==> src/rtl/kv_transit_pkg.sv <==
// Shared definitions for the key/value transit front and back ends:
// beat-0 header layout, header struct and the transit FSM state set.
package kv_transit_pkg;

    localparam logic [15:0] HDR_MAGIC      = 16'hFFFF;
    localparam int          KVT_META_W     = 64;
    localparam int          HDR_OFF_MAGIC  = 0;
    localparam int          HDR_OFF_FIELDS = 32;
    localparam int          HDR_OFF_KEY    = 128;

    typedef enum logic [2:0] {
        ST_IDLE    = 3'd0,
        ST_HDR     = 3'd1,
        ST_VAL     = 3'd2,
        ST_DRAIN   = 3'd3,
        ST_RELEASE = 3'd4
    } state_e;

    // Packed MSB-first so it drops straight into beat-0 bits [127:32].
    typedef struct packed {
        logic [KVT_META_W-1:0] meta;
        logic [7:0]            opcode;
        logic [7:0]            keylen;
        logic [15:0]           totlen;
    } hdr_t;

    localparam int HDR_W = $bits(hdr_t);

    function automatic logic [6:0] keep_popcount(input logic [63:0] keep);
        logic [6:0] cnt;
        cnt = 7'd0;
        for (int i = 0; i < 64; i++) begin
            cnt = cnt + {6'd0, keep[i]};
        end
        return cnt;
    endfunction

endpackage

==> src/rtl/axis_out_reg.sv <==
// One-entry AXI-Stream output register; payload holds steady while stalled.
module axis_out_reg #(
    parameter int DATA_W = 512,
    parameter int KEEP_W = 64
) (
    input  logic              clk,
    input  logic              rst_n,
    input  logic [DATA_W-1:0] i_data,
    input  logic [KEEP_W-1:0] i_keep,
    input  logic              i_last,
    input  logic              i_valid,
    output logic              o_ready,
    output logic [DATA_W-1:0] o_tdata,
    output logic [KEEP_W-1:0] o_tkeep,
    output logic              o_tlast,
    output logic              o_tvalid,
    input  logic              i_tready
);

    logic [DATA_W-1:0] r_data;
    logic [KEEP_W-1:0] r_keep;
    logic              r_last;
    logic              r_valid;

    assign o_ready  = !r_valid || i_tready;
    assign o_tdata  = r_data;
    assign o_tkeep  = r_keep;
    assign o_tlast  = r_last;
    assign o_tvalid = r_valid;

    // Load a new beat only when the slot is empty or being drained this cycle.
    always_ff @(posedge clk or negedge rst_n) begin
        if (!rst_n) begin
            r_data  <= '0;
            r_keep  <= '0;
            r_last  <= 1'b0;
            r_valid <= 1'b0;
        end else if (o_ready) begin
            r_valid <= i_valid;
            if (i_valid) begin
                r_data <= i_data;
                r_keep <= i_keep;
                r_last <= i_last;
            end
        end
    end

endmodule

==> src/rtl/back_end_transit.sv <==
// Serialises a response descriptor plus value beats into AXI-Stream packets
// and returns the value-buffer pointer once the packet has left.
module back_end_transit
    import kv_transit_pkg::*;
#(
    parameter int DATA_W        = 512,
    parameter int KEEP_W        = 64,
    parameter int META_W        = 64,
    parameter int PTR_W         = 16,
    parameter int MAX_KEY_WORDS = 12
) (
    input  logic                          clk,
    input  logic                          rst_n,
    input  logic [7:0]                    s_hdr_opcode,
    input  logic [META_W-1:0]             s_hdr_meta,
    input  logic [7:0]                    s_hdr_keylen_words,
    input  logic [15:0]                   s_hdr_vallen_words,
    input  logic [DATA_W-HDR_OFF_KEY-1:0] s_hdr_key,
    input  logic [PTR_W-1:0]              s_hdr_ptr,
    input  logic                          s_hdr_valid,
    output logic                          s_hdr_ready,
    input  logic [DATA_W-1:0]             s_value_data,
    input  logic [KEEP_W-1:0]             s_value_keep,
    input  logic                          s_value_last,
    input  logic                          s_value_valid,
    output logic                          s_value_ready,
    output logic [DATA_W-1:0]             m_axis_tdata,
    output logic [KEEP_W-1:0]             m_axis_tkeep,
    output logic                          m_axis_tlast,
    output logic                          m_axis_tvalid,
    input  logic                          m_axis_tready,
    output logic [PTR_W-1:0]              m_free_pointer,
    output logic                          m_free_pointer_valid,
    input  logic                          m_free_pointer_ready,
    output logic                          err_drop,
    output logic                          err_len
);

    localparam logic [7:0] MAX_KEY_W8 = 8'(MAX_KEY_WORDS);

    state_e            r_state, w_state_nxt;
    logic              r_active;
    logic [PTR_W-1:0]  r_ptr;
    logic [15:0]       r_vallen;
    logic [16:0]       r_wcnt, w_wcnt_nxt;
    logic              r_wait_last, r_err_drop, r_err_len;
    logic              w_can_load, w_key_ok, w_hdr_rdy, w_val_rdy, w_free_valid;
    logic              w_hdr_fire, w_val_fire;
    logic              w_out_valid, w_out_last;
    logic [DATA_W-1:0] w_out_data, w_beat0;
    logic [KEEP_W-1:0] w_out_keep;
    logic [6:0]        w_beat_words;
    logic [17:0]       w_wsum;
    hdr_t              w_hdr;

    assign w_key_ok   = (s_hdr_keylen_words <= MAX_KEY_W8);
    assign w_hdr_fire = s_hdr_valid && w_hdr_rdy;
    assign w_val_fire = s_value_valid && w_val_rdy;

    assign s_hdr_ready          = w_hdr_rdy;
    assign s_value_ready        = w_val_rdy;
    assign m_free_pointer       = r_ptr;
    assign m_free_pointer_valid = w_free_valid;
    assign err_drop             = r_err_drop;
    assign err_len              = r_err_len;

    // Beat-0 image and the saturating value-word count.
    always_comb begin
        w_hdr.meta   = s_hdr_meta;
        w_hdr.opcode = s_hdr_opcode;
        w_hdr.keylen = s_hdr_keylen_words;
        w_hdr.totlen = {8'd0, s_hdr_keylen_words} + s_hdr_vallen_words;
        w_beat0 = '0;
        w_beat0[HDR_OFF_MAGIC +: 16]                   = HDR_MAGIC;
        w_beat0[HDR_OFF_FIELDS +: HDR_W]               = w_hdr;
        w_beat0[HDR_OFF_KEY +: DATA_W - HDR_OFF_KEY]   = s_hdr_key;
        w_beat_words = keep_popcount(s_value_keep) >> 2;
        w_wsum       = {1'b0, r_wcnt} + {11'd0, w_beat_words};
        w_wcnt_nxt   = w_wsum[17] ? 17'h1FFFF : w_wsum[16:0];
    end

    // Next state, handshake readies and output-register load request.
    always_comb begin
        w_state_nxt  = r_state;
        w_hdr_rdy    = 1'b0;
        w_val_rdy    = 1'b0;
        w_free_valid = 1'b0;
        w_out_valid  = 1'b0;
        w_out_data   = w_beat0;
        w_out_keep   = '1;
        w_out_last   = (s_hdr_vallen_words == 16'd0);
        case (r_state)
            ST_IDLE: begin
                w_hdr_rdy = r_active && w_can_load;
                if (s_hdr_valid && w_hdr_rdy) begin
                    w_out_valid = w_key_ok;
                    if (s_hdr_vallen_words == 16'd0) begin
                        w_state_nxt = ST_RELEASE;
                    end else begin
                        w_state_nxt = w_key_ok ? ST_VAL : ST_DRAIN;
                    end
                end else begin
                    w_state_nxt = ST_IDLE;
                end
            end
            ST_VAL: begin
                w_val_rdy   = w_can_load && !r_wait_last;
                w_out_valid = s_value_valid && w_val_rdy;
                w_out_data  = s_value_data;
                w_out_keep  = s_value_keep;
                w_out_last  = s_value_last;
                if (r_wait_last && m_axis_tvalid && m_axis_tready) begin
                    w_state_nxt = ST_RELEASE;
                end else begin
                    w_state_nxt = ST_VAL;
                end
            end
            ST_DRAIN: begin
                w_val_rdy = 1'b1;
                if (s_value_valid && s_value_last) begin
                    w_state_nxt = ST_RELEASE;
                end else begin
                    w_state_nxt = ST_DRAIN;
                end
            end
            ST_RELEASE: begin
                // A header-only packet may still be sitting in the output register.
                w_free_valid = !m_axis_tvalid;
                if (w_free_valid && m_free_pointer_ready) begin
                    w_state_nxt = ST_IDLE;
                end else begin
                    w_state_nxt = ST_RELEASE;
                end
            end
            default: begin
                w_state_nxt = ST_IDLE;
            end
        endcase
    end

    // State register; descriptor intake is held off for one cycle after reset.
    always_ff @(posedge clk or negedge rst_n) begin
        if (!rst_n) begin
            r_state  <= ST_IDLE;
            r_active <= 1'b0;
        end else begin
            r_state  <= w_state_nxt;
            r_active <= 1'b1;
        end
    end

    // Per-packet context, word counting and error pulses.
    always_ff @(posedge clk or negedge rst_n) begin
        if (!rst_n) begin
            r_ptr       <= '0;
            r_vallen    <= 16'd0;
            r_wcnt      <= 17'd0;
            r_wait_last <= 1'b0;
            r_err_drop  <= 1'b0;
            r_err_len   <= 1'b0;
        end else begin
            r_err_drop <= w_hdr_fire && !w_key_ok;
            r_err_len  <= 1'b0;
            if (w_hdr_fire) begin
                r_ptr       <= s_hdr_ptr;
                r_vallen    <= s_hdr_vallen_words;
                r_wcnt      <= 17'd0;
                r_wait_last <= 1'b0;
            end else if (r_state == ST_VAL && w_val_fire) begin
                r_wcnt <= w_wcnt_nxt;
                if (s_value_last) begin
                    r_wait_last <= 1'b1;
                    r_err_len   <= (w_wcnt_nxt != {1'b0, r_vallen});
                end
            end
        end
    end

    axis_out_reg #(
        .DATA_W (DATA_W),
        .KEEP_W (KEEP_W)
    ) u_out (
        .clk      (clk),
        .rst_n    (rst_n),
        .i_data   (w_out_data),
        .i_keep   (w_out_keep),
        .i_last   (w_out_last),
        .i_valid  (w_out_valid),
        .o_ready  (w_can_load),
        .o_tdata  (m_axis_tdata),
        .o_tkeep  (m_axis_tkeep),
        .o_tlast  (m_axis_tlast),
        .o_tvalid (m_axis_tvalid),
        .i_tready (m_axis_tready)
    );

endmodule

==> config.mk <==
export PLATFORM = sky130hd
export DESIGN_NAME = back_end_transit
export DESIGN_NICKNAME = d
export VERILOG_FILES = /design/src/rtl/kv_transit_pkg.sv /design/src/rtl/axis_out_reg.sv /design/src/rtl/back_end_transit.sv
export SDC_FILE = /design/constraint.sdc
export NUM_CORES = 2
export LEC_CHECK = 0
export BUFFER_PORTS_ARGS = -buffer_cell sky130_fd_sc_hd__buf_2
export CORE_AREA = 2 2 652 654
export DETAILED_ROUTE_END_ITERATION = 8
export DIE_AREA = 0 0 654 656
export GPL_TIMING_DRIVEN = 0
export MAX_ROUTING_LAYER = met4
export SLEW_MARGIN = 40
export SYNTH_ARGS = -nofsm -noshare
export SYNTH_HDL_FRONTEND = slang
export SYNTH_SLANG_ARGS = --single-unit
export TNS_END_PERCENT = 100
==> constraint.sdc <==
create_clock -name clk -period 3.36 [get_ports clk]
set_clock_uncertainty 0.15 [all_clocks]
set_input_delay 1.008 -clock clk [delete_from_list [all_inputs] [get_ports clk]]
set_output_delay 1.008 -clock clk [all_outputs]
set_load 0.02 [all_outputs]
==> results.py <==
metrics = {
    "logic_synthesis": {
        "synth_most_common_cell": "nand2_1",
        "synth_area_leaders": "dfrtp_1 52%, nand2_1 13%, a31oi_1 11%",
        "synth-main-ff-cell": "dfrtp_1",
        "synth_area_um2": 30600,
        "synth.distinct_cells": 73,
        "syn_inst": 3622,
        "yosysTopAreaCell": "dfrtp_1",
        "synth_top_area_frac": 0.519,
        "syn_area_per_cell_um2": 8.44,
        "ys.warnings.count": 0,
        "syn_nets": 4783,
        "ys_seq_elements": 634,
        "synth_seq_area_share": 0.519,
        "async_reset_ff_frac": 1.00,
        "synth_common_cells": "1090 x nand2_1, 634 x dfrtp_1, 625 x nor2_1, 522 x a31oi_1, 159 x clkbuf_1",
        "synth_edf_count": 0,
    },
    "min_path": {
        "hold_path_depth": 3,
        "hp-start": "s_value_data[1]",
        "min_to": "u_out.o_tdata[1]",
        "hold_path.class": "in2reg",
    },
    "timing": {
        "tightest_slew_ps": 949,
        "hold_viol_final": 0,
        "report.final.slew_viol_count": 0,
        "fmax_mhz": 123,
        "relSlewSlack": 0.367,
        "min_period_ps": 8120,
        "fin_ws_ps": -4760,
        "finalSetupViolations": 18,
        "period_share": 2.42,
        "rsz0062_at_grt": "true",
    },
    "setup_path": {
        "critical_path_class": "in2reg",
        "max_stage_delay_ps": 580,
        "startpoint_type": "input port",
        "cp.arrival_ps": 8700,
        "crit_fanout": 3,
        "regToRegSetupSlack_ps": 100,
        "critPathRequiredTime_ps": 3940,
        "critical_path.most_common_cell": "fa_1",
        "reg2reg_from": "r_state[0]",
        "reg2reg_depth": 11,
        "critPathCaptureType": "register",
        "cp_slowest_cell": "fa_1",
        "r2r_end": "u_out.o_tdata[360]",
    },
    "cts": {
        "cts_tree": "done",
        "numCtsBuffers": 94,
        "cts_buffer_depth": 4,
        "htree_levels": 3,
        "clk_pin_slew_ps": 60,
        "clk_latency_ps": 870,
        "cts_root_buf": "clkbuf_16",
        "cts_num_sinks": 634,
    },
    "place": {
        "place.gp.congestion": 1.02,
        "dp_hpwl_mm": 387,
        "place_ws_ps": -6150,
        "dpl-instance-area_um2": 46700,
        "io_buffer_count": 1675,
        "dp.cells": 11000,
    },
    "run_status": {
        "status": "finished, violations left",
        "violations": "setup timing",
    },
    "grt": {
        "antenna_found_initial": 540,
        "overflow": 0,
        "use_met3": 0.100,
        "grt_busiest_layer": "met2",
        "grt_pass1_wl_mm": 503,
        "use_met1": 0.201,
        "grt_max_degree": 86,
        "use_met2": 0.318,
        "grt_usage": 0.197,
        "grt_pass1_vias": 35800,
    },
    "layout": {
        "stdcell_count": 11800,
        "final_nets": 6609,
        "drive_above_1_share": 0.395,
        "utilization": 0.125,
        "design_area_um2": 52600,
        "syn_to_final_growth_pct": 72.3,
        "nFillCells": 49200,
    },
    "route": {
        "ant_nets": 0,
        "vias": 39000,
        "wl_per_cell_um": 36.1,
        "wl_mm": 427,
        "drtPass1Iterations": 5,
        "drt_iter0_markers": 3749,
        "remaining_drc_errors": 0,
        "vias_per_cell": 3.30,
    },
    "floorplan": {
        "row_count": 239,
        "core-area_um2": 422000,
        "die_area_um2": 429000,
        "die_x_um": 654,
        "start_util": 0.0724,
        "die_h_um": 656,
        "pin_count": 1678,
    },
    "power": {
        "p_leak_nw": 22.4,
        "finalPower_mw": 73.7,
        "vdd_drop_max_v": 0.00244,
        "powerDensity_nw_per_um2": 1400,
    },
    "flow_run": {
        "cap_violations": 0,
    },
}
[critical path, delay by kind of cell]
family	cells	cell delay (ps)
fa+ha+maj	10	4420
xor+xnor	1	250
simple gates	4	600
compound gates	7	1340
buf+inv	10	1070
[how the worst max path moves through the flow]
stage / startpoint / to / slack [ps] / cells after the start
floorplan: s_value_keep[35] / err_len / -4720 / 28
global placement: rst_n / u_out.o_tdata[327] / -15230 / 1
detailed placement: s_value_keep[59] / err_len / -6150 / 28
CTS: s_value_keep[49] / err_len / -4790 / 29
global route: s_value_keep[49] / err_len / -4950 / 30
finish: s_value_keep[49] / err_len / -4760 / 32
[routing by layer]
layer / vias to the layer above / part of all wire / wire, um
met2: 2693 / 0.47 / 200000
met3: 800 / 0.13 / 56500
met1: 18900 / 0.35 / 148000
met4: 0 / 0.052 / 22300
met5: - / 0 / 0
li1: 16600 / - / -
[cells in the final DEF, fill, tap and decap left out, drive strengths merged, types with 18 or more instances in the layout]
master    Yosys  layout
a21oi        37      37
a31oi       522     522
buf         107    1837
clkbuf      159     274
clkinv        0      19
clkinvlp      0      19
dfrtp       634     634
diode         0     642
fa           55      55
ha           27      27
inv         108     108
nand2      1091    1091
nand3        18      18
nor2        626     626
nor3         45      45
o21ai        48      48
[power by group]
| group | total, mW | switching, mW | internal, mW |
|---|---|---|---|
| Combinational | 49.4 | 32.9 | 16.5 |
| Sequential | 13.5 | 2.31 | 11.2 |
| Clock | 10.8 | 4.59 | 6.22 |
[timing repair]
action | in CTS | in global routing
gates resized for setup | 194 | 52
endpoints found under the hold margin | 18 | 0
setup buffers | 26 | 12
pin swaps | 26 | 42
gates cloned | 0 | 0
setup endpoints to repair | 579 | 20
hold buffers | 1 | 0
[registers in the layout (all words and copies together), names as in the netlist]
register and flops:
u_out.o_tlast 1, u_out.o_tkeep 64, r_active 1, r_state 3, u_out.o_tdata 512, m_free_pointer 16
r_wcnt 17, err_drop 1, err_len 1, r_wait_last 1, u_out.o_tvalid 1, r_vallen 16
[per-stage QoR]
stage / TNS [ps] / hold WS (ps)
2_1_floorplan: -73550 / 315
3_3_place_gp: - / 305
3_5_place_dp: -880920 / 308
4_1_cts: -73910 / 99.3
5_1_grt: -77350 / 173
6_report: -74210 / 214
[kinds of logic (layout without fill, tap and decap cells)]
group / after synthesis / count (layout) / share of synthesized area
compound gates: 663 / 663 / 0.137
xor+xnor: 27 / 27 / 0.00868
fa+ha+maj: 82 / 82 / 0.0471
buf+inv: 374 / 2267 / 0.0512
flops: 634 / 634 / 0.519
mux: 3 / 3 / 0.00102
other cells: 1 / 643 / 0.000123
simple gates: 1838 / 1838 / 0.236
[layout make-up]
class	count	area, um2	share of cell area
Sequential cell	634	15900	0.301
Tap cell	5663	7090	0.135
Clock inverter	47	581	0.0110
Multi-Input combinational cell	2614	13700	0.260
Antenna cell	642	1610	0.0305
Buffer	264	1510	0.0286
Timing Repair Buffer	1732	9240	0.176
Clock buffer	116	2610	0.0495
Inverter	108	445	0.00846
(Power assumes the default switching activity.)
